<file path="src/rtl/mem_port_arbiter.sv">
// mem_port_arbiter: shares one fixed-latency memory port between an instruction
// fetch requester and a data requester, with at most one transaction in flight.
// Grants and memory commands are issued combinationally in the arbitration cycle.
// Optional fetch starvation guard: define MEM_ARB_STARVE_GUARD_EN.
module mem_port_arbiter #(
  parameter int unsigned ADDR_W     = 32,
  parameter int unsigned DATA_W     = 32,
  parameter int unsigned MEM_LAT    = 2,
  parameter int unsigned STARVE_MAX = 4
) (
  input  logic              clk,
  input  logic              rst_n,
  input  logic              if_req,
  input  logic [ADDR_W-1:0] if_addr,
  input  logic              if_flush,
  output logic              if_gnt,
  output logic              if_rvalid,
  output logic [DATA_W-1:0] if_rdata,
  input  logic              dm_req,
  input  logic              dm_we,
  input  logic [ADDR_W-1:0] dm_addr,
  input  logic [DATA_W-1:0] dm_wdata,
  output logic              dm_gnt,
  output logic              dm_rvalid,
  output logic [DATA_W-1:0] dm_rdata,
  output logic              m_en,
  output logic              m_we,
  output logic [ADDR_W-1:0] m_addr,
  output logic [DATA_W-1:0] m_wdata,
  input  logic [DATA_W-1:0] m_rdata,
  output logic              busy
);

  localparam int unsigned CNT_W = 3;
  localparam int unsigned STV_W = 4;

  // Reject parameter values the counters cannot represent.
  generate
    if (MEM_LAT < 1 || MEM_LAT > 7) begin : g_bad_mem_lat
      $error("mem_port_arbiter: MEM_LAT must be in 1..7");
    end
    if (STARVE_MAX < 1 || STARVE_MAX > 15) begin : g_bad_starve_max
      $error("mem_port_arbiter: STARVE_MAX must be in 1..15");
    end
  endgenerate

  typedef enum logic {
    S_IDLE = 1'b0,
    S_WAIT = 1'b1
  } state_t;

  typedef enum logic {
    OWN_IF = 1'b0,
    OWN_DM = 1'b1
  } owner_t;

  state_t           state_q, state_d;
  logic [CNT_W-1:0] cnt_q, cnt_d;
  owner_t           owner_q, owner_d;
  logic             we_q, we_d;
  logic             drop_q, drop_d;
  logic             if_elig;
  logic             fetch_wins;

`ifdef MEM_ARB_STARVE_GUARD_EN
  logic [STV_W-1:0] starve_q, starve_d;

  // Consecutive arbitration losses of an eligible fetch.
  always_ff @(posedge clk or negedge rst_n) begin
    if (!rst_n) begin
      starve_q <= '0;
    end else begin
      starve_q <= starve_d;
    end
  end
`endif

  // Transaction state: phase, remaining latency, owner, write flag, drop flag.
  always_ff @(posedge clk or negedge rst_n) begin
    if (!rst_n) begin
      state_q <= S_IDLE;
      cnt_q   <= '0;
      owner_q <= OWN_IF;
      we_q    <= 1'b0;
      drop_q  <= 1'b0;
    end else begin
      state_q <= state_d;
      cnt_q   <= cnt_d;
      owner_q <= owner_d;
      we_q    <= we_d;
      drop_q  <= drop_d;
    end
  end

  // Arbitration, memory command, completion routing and next-state logic.
  always_comb begin
    state_d   = state_q;
    cnt_d     = cnt_q;
    owner_d   = owner_q;
    we_d      = we_q;
    drop_d    = drop_q;
    if_gnt    = 1'b0;
    if_rvalid = 1'b0;
    if_rdata  = '0;
    dm_gnt    = 1'b0;
    dm_rvalid = 1'b0;
    dm_rdata  = '0;
    m_en      = 1'b0;
    m_we      = 1'b0;
    m_addr    = '0;
    m_wdata   = '0;
    busy      = 1'b0;
`ifdef MEM_ARB_STARVE_GUARD_EN
    starve_d  = starve_q;
`endif

    // A flushing fetch never competes.
    if_elig = if_req && !if_flush;
`ifdef MEM_ARB_STARVE_GUARD_EN
    fetch_wins = if_elig && (!dm_req || (starve_q == STV_W'(STARVE_MAX)));
`else
    fetch_wins = if_elig && !dm_req;
`endif

    // Outputs stay quiet for the whole time reset is held.
    if (rst_n) begin
      case (state_q)
        S_IDLE: begin
          if (fetch_wins) begin
            if_gnt  = 1'b1;
            m_en    = 1'b1;
            m_addr  = if_addr;
            owner_d = OWN_IF;
            we_d    = 1'b0;
            drop_d  = 1'b0;
            cnt_d   = CNT_W'(MEM_LAT);
            state_d = S_WAIT;
          end else if (dm_req) begin
            dm_gnt  = 1'b1;
            m_en    = 1'b1;
            m_we    = dm_we;
            m_addr  = dm_addr;
            m_wdata = dm_wdata;
            owner_d = OWN_DM;
            we_d    = dm_we;
            drop_d  = 1'b0;
            cnt_d   = CNT_W'(MEM_LAT);
            state_d = S_WAIT;
          end
        end
        S_WAIT: begin
          busy  = 1'b1;
          cnt_d = cnt_q - CNT_W'(1);
          if (owner_q == OWN_IF && if_flush) begin
            drop_d = 1'b1;
          end
          if (cnt_q == CNT_W'(1)) begin
            state_d = S_IDLE;
            cnt_d   = '0;
            drop_d  = 1'b0;
            if (owner_q == OWN_DM) begin
              dm_rvalid = 1'b1;
              dm_rdata  = we_q ? '0 : m_rdata;
            end else if (!drop_q && !if_flush) begin
              // A flush landing in the completion cycle also cancels delivery.
              if_rvalid = 1'b1;
              if_rdata  = m_rdata;
            end
          end
        end
        default: begin
          state_d = S_IDLE;
        end
      endcase

`ifdef MEM_ARB_STARVE_GUARD_EN
      if (!if_req || if_gnt) begin
        starve_d = '0;
      end else if (if_elig && dm_gnt) begin
        starve_d = starve_q + STV_W'(1);
      end
`endif
    end
  end

endmodule

</file>
<file path="config.mk">
export PLATFORM = sky130hd
export DESIGN_NAME = mem_port_arbiter
export DESIGN_NICKNAME = d
export VERILOG_FILES = /design/src/rtl/mem_port_arbiter.sv
export SDC_FILE = /design/constraint.sdc
export NUM_CORES = 1
export LEC_CHECK = 0
export CAP_MARGIN = 15
export CORE_AREA = 4 4 104 106
export CTS_BUF_LIST = sky130_fd_sc_hd__clkbuf_2
export CTS_CLUSTER_SIZE = 40
export DETAILED_ROUTE_END_ITERATION = 6
export DIE_AREA = 0 0 108 110
export PLACE_DENSITY = 0.62
export SYNTH_ARGS = -nofsm -noshare
export SYNTH_HDL_FRONTEND = slang
export SYNTH_SLANG_ARGS = --single-unit
</file>
<file path="constraint.sdc">
create_clock -name clk -period 1.54 [get_ports clk]
set_input_delay 0.231 -clock clk [delete_from_list [all_inputs] [get_ports clk]]
set_output_delay 0.231 -clock clk [all_outputs]
set_load 0.02 [all_outputs]
</file>
==> flow_metrics.tcl, run 1 <==
set metrics [dict create \
    cts_tree "yes" \
    arrival_ns 1.86 \
    grt_max_degree 35 \
    synth.distinct_cells 27 \
    totalWireLength_um 10420 \
    synth_compound_area_share_pct 24.20 \
    tightest_slew_ns 0.3044 \
    critPathCaptureType "primary output" \
    clockBufferDepth 2 \
    avgRoutedWirePerCell_um 16.23 \
    cts-root-buf "clkbuf_2" \
    hold_viol_final 0 \
    drt_first_pass_iters 4 \
    die_h_um 110 \
    postSynthCellCount 196 \
    viasPerCell 4.223 \
    critPathKind "flop to primary output" \
    portBuffers 268 \
    synth_top_family_by_area "simple AND/OR/NAND/NOR gates" \
    nNetsFinal 646 \
    finalCritPeriodShare_pct 136.0 \
    hold_class "input port to asynchronous set/reset pin" \
    synth.mux.area_fraction_pct 0 \
    antenna_found_initial 0 \
    pin_count 269 \
    clock_sinks 7 \
    place_congestion 0.7746 \
    num_rows 36 \
    violations "setup timing" \
    max_freq_mhz 477.4 \
    antenna_left 0 \
    setup_tns_ns -50.88 \
    r2r_slack_ns 0.22 \
    drtIter0Drc 62 \
    final-setup-viol-count 133 \
    dp_slack_ns -1.082 \
    area_growth_pct 265.8 \
    cellPowerDensity_nw_per_um2 429.3 \
    overflow 0 \
    max_slew_margin_pct 79.70 \
    yosys.area_share.adder_pct 1.735 \
    cp_max_fo 32 \
    status "finished with violations" \
    p_leak_nw 2.673 \
    cts_max_level 1 \
    fin_skew_ns 0.004359 \
    synth_xor_area_share_pct 0 \
    syn_area_per_cell_um2 7.360 \
    drive_gt1_share_pct 58.35 \
    drcViolationCount 0 \
    cp-start-kind "flop" \
    fp.dieW_um 108 \
    yosysSeqAreaShare_pct 12.14 \
    final_area_um2 5278 \
    clk_latency_ns 0.23 \
    grt_pass1_vias 2722 \
    worst_r2r_path_depth 6 \
    rsz0062_at_grt "true" \
    grt_first_pass_wirelength_um 13730 \
    post_dp_cell_area_um2 4706 \
    worstReg2RegEnd "cnt_q[2]$_DFFE_PN0P_" \
    core_um2 9774 \
    whs_ns 0.1030 \
    dp_hpwl_um 8248 \
    synth-simple-area-share_pct 52.04 \
    reg2reg_from "cnt_q[0]$_DFFE_PN0P_" \
    period_needed_ns 2.095 \
    synth_nets 332 \
    cp.required_ns 1.31 \
    drv_slew 0 \
    setup_ws_ns -0.5548 \
    clk_pin_slew_worst_paths_ns 0.08 \
    track_usage_pct 14.40 \
    syn_area_um2 1443 \
    timing.max_cap.violations 0 \
    diodes 0 \
    yosys_warnings 0 \
    cts_buffers 3 \
    initial_core_util_pct 14.76 \
    synth_seq_cells 7 \
    dieArea_um2 11880 \
    irDropWorstVdd_uv 210.3 \
    via_count 2711 \
]
-- cell usage in the layout (no fill, tap or decap), drive strengths merged, types with 2 or more instances in the layout --
cell type      count
a21oi              4
a22o              32
and2              67
and3              34
buf              163
clkbuf            36
clkdlybuf4s50    129
dfrtp              7
dlygate4sd2        3
ha                 2
inv                7
nand2b             3
nand3b             2
nor2               2
nor2b              2
o21ai              4
-- layout make-up --
class	instances	area [um^2]
Fill cell	882	4497
Timing Repair Buffer	330	3398
Multi-Input combinational cell	161	1490
Sequential cell	7	176.4
Tap cell	133	166.4
Inverter	7	26.28
Clock buffer	4	20.02
-- synth_stat cells --
library cell | instances | area share (%)
a21o_1 | 1 | 0.52
a21oi_1 | 4 | 1.4
a22o_1 | 32 | 19
a2bb2oi_1 | 1 | 0.61
a31oi_1 | 1 | 0.43
and2_1 | 67 | 29
and3_1 | 34 | 15
buf_2 | 4 | 1.4
buf_4 | 1 | 0.52
buf_6 | 3 | 2.3
clkbuf_1 | 8 | 2.1
clkbuf_2 | 5 | 1.7
dfrtp_1 | 7 | 12
ha_1 | 2 | 1.7
inv_1 | 7 | 1.8
nand2b_1 | 3 | 1.3
nand3b_1 | 2 | 1.0
nand4b_1 | 1 | 0.61
nor2_1 | 2 | 0.52
nor2b_1 | 1 | 0.43
nor2b_2 | 1 | 0.61
nor3_2 | 1 | 0.69
nor3b_2 | 1 | 0.87
nor4_4 | 1 | 1.5
nor4bb_1 | 1 | 0.69
o21ai_0 | 4 | 1.4
o22ai_1 | 1 | 0.43
-- state kept, by name, summed over array words and instances, names as in the netlist --
register	flops
cnt_q	3
drop_q	1
owner_q	1
state_q	1
we_q	1
-- layer usage --
metal  vias to the layer above  routed length, um  track usage, %
li1                       1317                  -               -
met1                      1220               3280           13.69
met2                       166               5697           29.26
met3                         8               1353           5.766
met4                         0                 90           2.344
met5                         -                  0               0
-- how the worst max path moves through the flow --
stage	slack (ns)	end	depth (start not counted)	startpoint
4_1_cts	-0.63	dm_gnt	5	state_q$_DFFE_PN0P_
3_3_place_gp	-1.03	dm_rdata[6]	6	rst_n
6_report	-0.55	dm_rdata[18]	8	cnt_q[1]$_DFFE_PN0P_
2_1_floorplan	-0.13	dm_rdata[10]	6	cnt_q[1]$_DFFE_PN0P_
5_1_grt	-0.67	dm_rdata[12]	8	cnt_q[1]$_DFFE_PN0P_
3_5_place_dp	-1.08	dm_rdata[5]	6	rst_n
-- worst max-delay path: stages (launching register included) --
cell and delay (ns):
dfrtp_1 0.40, inv_2 0.08, ha_4 0.13, nand4b_1 0.16, buf_4 0.19, nor3b_4 0.20
buf_12 0.18, and2_2 0.17, buf_6 0.11
-- metrics by stage --
step                total power [mW]  utilization (%)  instances
global route                   2.413            53.99        642
floorplan                     0.9350                -        196
finish                         2.266            53.99        642
CTS                            2.048            50.97        615
global placement               1.789            48.14        601
detailed placement             1.815            48.14        601
-- where the power goes --
part / total, mW / switching (mW) / internal, mW
registers: 0.359 / 0.0918 / 0.268
logic: 1.76 / 0.669 / 1.10
clock network: 0.142 / 0.0725 / 0.0691
-- cells by family (layout without fill, tap and decap cells) --
group,after synthesis,in the layout
simple gates,115,115
compound gates,44,44
buf+inv,28,341
flops,7,7
fa+ha+maj,2,2
-- timing repair --
action / 4_1_cts / 5_1_grt
gates cloned: 3 / 3
endpoints found under the hold margin: 3 / 3
buffers inserted: 7 / 24
gates resized for setup: 455 / 278
endpoints found under the setup margin: 136 / 135
pin swaps: 5 / 29
(Power assumes the default switching activity.)
==> inputs of run 2 (changes only) <==
Settings changed: CORE_AREA 4 4 104 106 to 4 4 102 104, DIE_AREA 0 0 108 110 to 0 0 106 108.
Clock period 1.54 ns to 2.6 ns, I/O delays scaled along.
==> run 2 against run 1 <==
  * The flow now finishes without violations
  * Combinational power decreased by 61%
  * Non-clock buffer count decreased by 49
  * Routed wire length decreased by 15%
  * Clock skew decreased by 0.0026 ns
  * Final area decreased by 19%
  * Setup slack improved by 0.68 ns
  * Critical path depth decreased by 1
  * Critical path type is now input port to primary output
  * Critical endpoint is now m_addr[7]
  * Largest cell class unchanged
  * Highest routed layer unchanged
==> flow_metrics.tcl, run 2 (synthesized netlist as in run 1, its figures left out) <==
set metrics [dict create \
    status "completed" \
    max_slew_margin_pct 80.53 \
    nNetsFinal 597 \
    avgRoutedWirePerCell_um 14.87 \
    whs_ns 0.4963 \
    arrival_ns 2.08 \
    hold_class "flop to flop" \
    drt_first_pass_iters 4 \
    timing.max_cap.violations 0 \
    fin_skew_ns 0.001717 \
    grt_pass1_vias 2482 \
    cts_tree "yes" \
    largest_reg_flops 3 \
    num_rows 36 \
    hold_buffers 0 \
    antenna_left 0 \
    slowest_stage "clkdlybuf4s50_1" \
    hold_viol_final 0 \
    critPathCaptureType "primary output" \
    overflow 0 \
    portBuffers 268 \
    drive_gt1_share_pct 4.783 \
    critPathKind "input port to primary output" \
    p_leak_nw 2.701 \
    clk_latency_ns 0.22 \
    via_count 2486 \
    core_um2 9549 \
    period_needed_ns 2.472 \
    cp_cell_sequence "clkdlybuf4s50_1 -> buf_4 -> nor2b_2 -> and2_1 -> buf_12 -> a22o_1 -> dlygate4sd2_1" \
    cellPowerDensity_nw_per_um2 228.5 \
    layout.cells.non_filler 593 \
    tightest_slew_ns 0.2921 \
    grt_max_degree 35 \
    place_congestion 0.7676 \
    final_cell_mix "134 x clkdlybuf4s50_1, 113 x dlygate4sd2_1, 67 x and2_1" \
    clockBufferDepth 2 \
    drv_slew 0 \
    fp.dieW_um 106 \
    cp.required_ns 2.21 \
    cts_max_level 1 \
    dp_cells 589 \
    cp_max_fo 34 \
    initial_core_util_pct 15.11 \
    totalWireLength_um 8817 \
    track_usage_pct 13.19 \
    cts_setup_buffers 0 \
    largest_register "cnt_q" \
    grt_first_pass_wirelength_um 12190 \
    dp_hpwl_um 7698 \
    max_stage_delay_ns 0.50 \
    area_growth_pct 195.5 \
    dieArea_um2 11450 \
    final-setup-viol-count 0 \
    clk_pin_slew_worst_paths_ns 0.07 \
    clock_sinks 7 \
    pin_count 269 \
    drcViolationCount 0 \
    irDropWorstVdd_uv 106.2 \
    diodes 0 \
    layout_commonest_cell "clkdlybuf4s50_1" \
    rsz0062_at_grt "false" \
    antenna_found_initial 0 \
    die_h_um 108 \
    drtIter0Drc 52 \
    max_freq_mhz 404.5 \
    cts_buffers 3 \
    viasPerCell 4.192 \
    finalCritPeriodShare_pct 95.09 \
    cts-root-buf "clkbuf_2" \
    cp-start-kind "input port" \
]
run 2: cell types whose count changed in the layout (fill, tap and decap cells not counted), moves of 17 or more:
cell | previous run | this run
a22o_1 | 9 | 32
a22o_4 | 23 | 0
and2_1 | 4 | 67
dlygate4sd2_1 | 3 | 113
and2_4 | 25 | 0
clkbuf_2 | 34 | 4
buf_4 | 26 | 9
dlymetal6s2s_1 | 1 | 20
and2_2 | 38 | 0
buf_6 | 122 | 0
run 2: repair_timing:
item | CTS | global route
pin swaps | 0 | 0
resized for setup | 114 | 21
setup endpoints to repair | 130 | 20
run 2: final cells by class:
type / instances / area, um^2
clock buffer: 4 / 20.02
fill: 1019 / 5286
inverter: 7 / 26.28
multi-input combinational: 161 / 1131
sequential: 7 / 175.2
tap: 133 / 166.4
timing repair buffer: 281 / 2744
run 2: metrics by stage:
stage	cell area, um^2	worst slack [ns]	setup TNS, ns	total power, mW	util (%)
floorplan	1443	0.6920	0	0.5184	-
global placement	4327	-0.1127	-7.874	0.9336	45.31
detailed placement	4327	-0.1296	-10.21	0.9462	45.31
CTS	4209	0.0002183	0	0.9863	44.08
global route	4263	0.01683	0	1.040	44.64
finish	4263	0.1277	0	0.9742	44.64
run 2: path summary, 6_finish.rpt:
kind,from,end,slack (ns),depth (start not counted)
worst max-delay path,rst_n,m_addr[7],0.13,7
worst min-delay path,cnt_q[0]$_DFFE_PN0P_,cnt_q[0]$_DFFE_PN0P_,0.50,1
worst max register to register,state_q$_DFFE_PN0P_,we_q$_DFFE_PN0P_,1.29,5
worst min register to register,cnt_q[0]$_DFFE_PN0P_,cnt_q[0]$_DFFE_PN0P_,0.50,1
max in group asynchronous,rst_n,cnt_q[0]$_DFFE_PN0P_,1.85,3
min in group asynchronous,rst_n,state_q$_DFFE_PN0P_,0.61,3
run 2: worst max-delay path: cells and delay by family:
kind,cells,cell delay [ns]
simple gates,2,0.36
compound gates,1,0.17
buf+inv,4,1.16
run 2: metal layers:
| layer | vias to the layer above | GRT usage [%] | share of wire (%) |
|---|---|---|---|
| met5 | - | 0 | 0 |
| met4 | 0 | 3.608 | 2.0 |
| met3 | 13 | 3.940 | 11 |
| met2 | 169 | 26.55 | 52 |
| met1 | 1080 | 12.99 | 36 |
| li1 | 1224 | - | - |
run 2: power breakdown:
group | switching, mW | internal, mW
clock network | 0.0370 | 0.0408
registers | 0.0553 | 0.158
logic | 0.295 | 0.388
total | 0.388 | 0.587
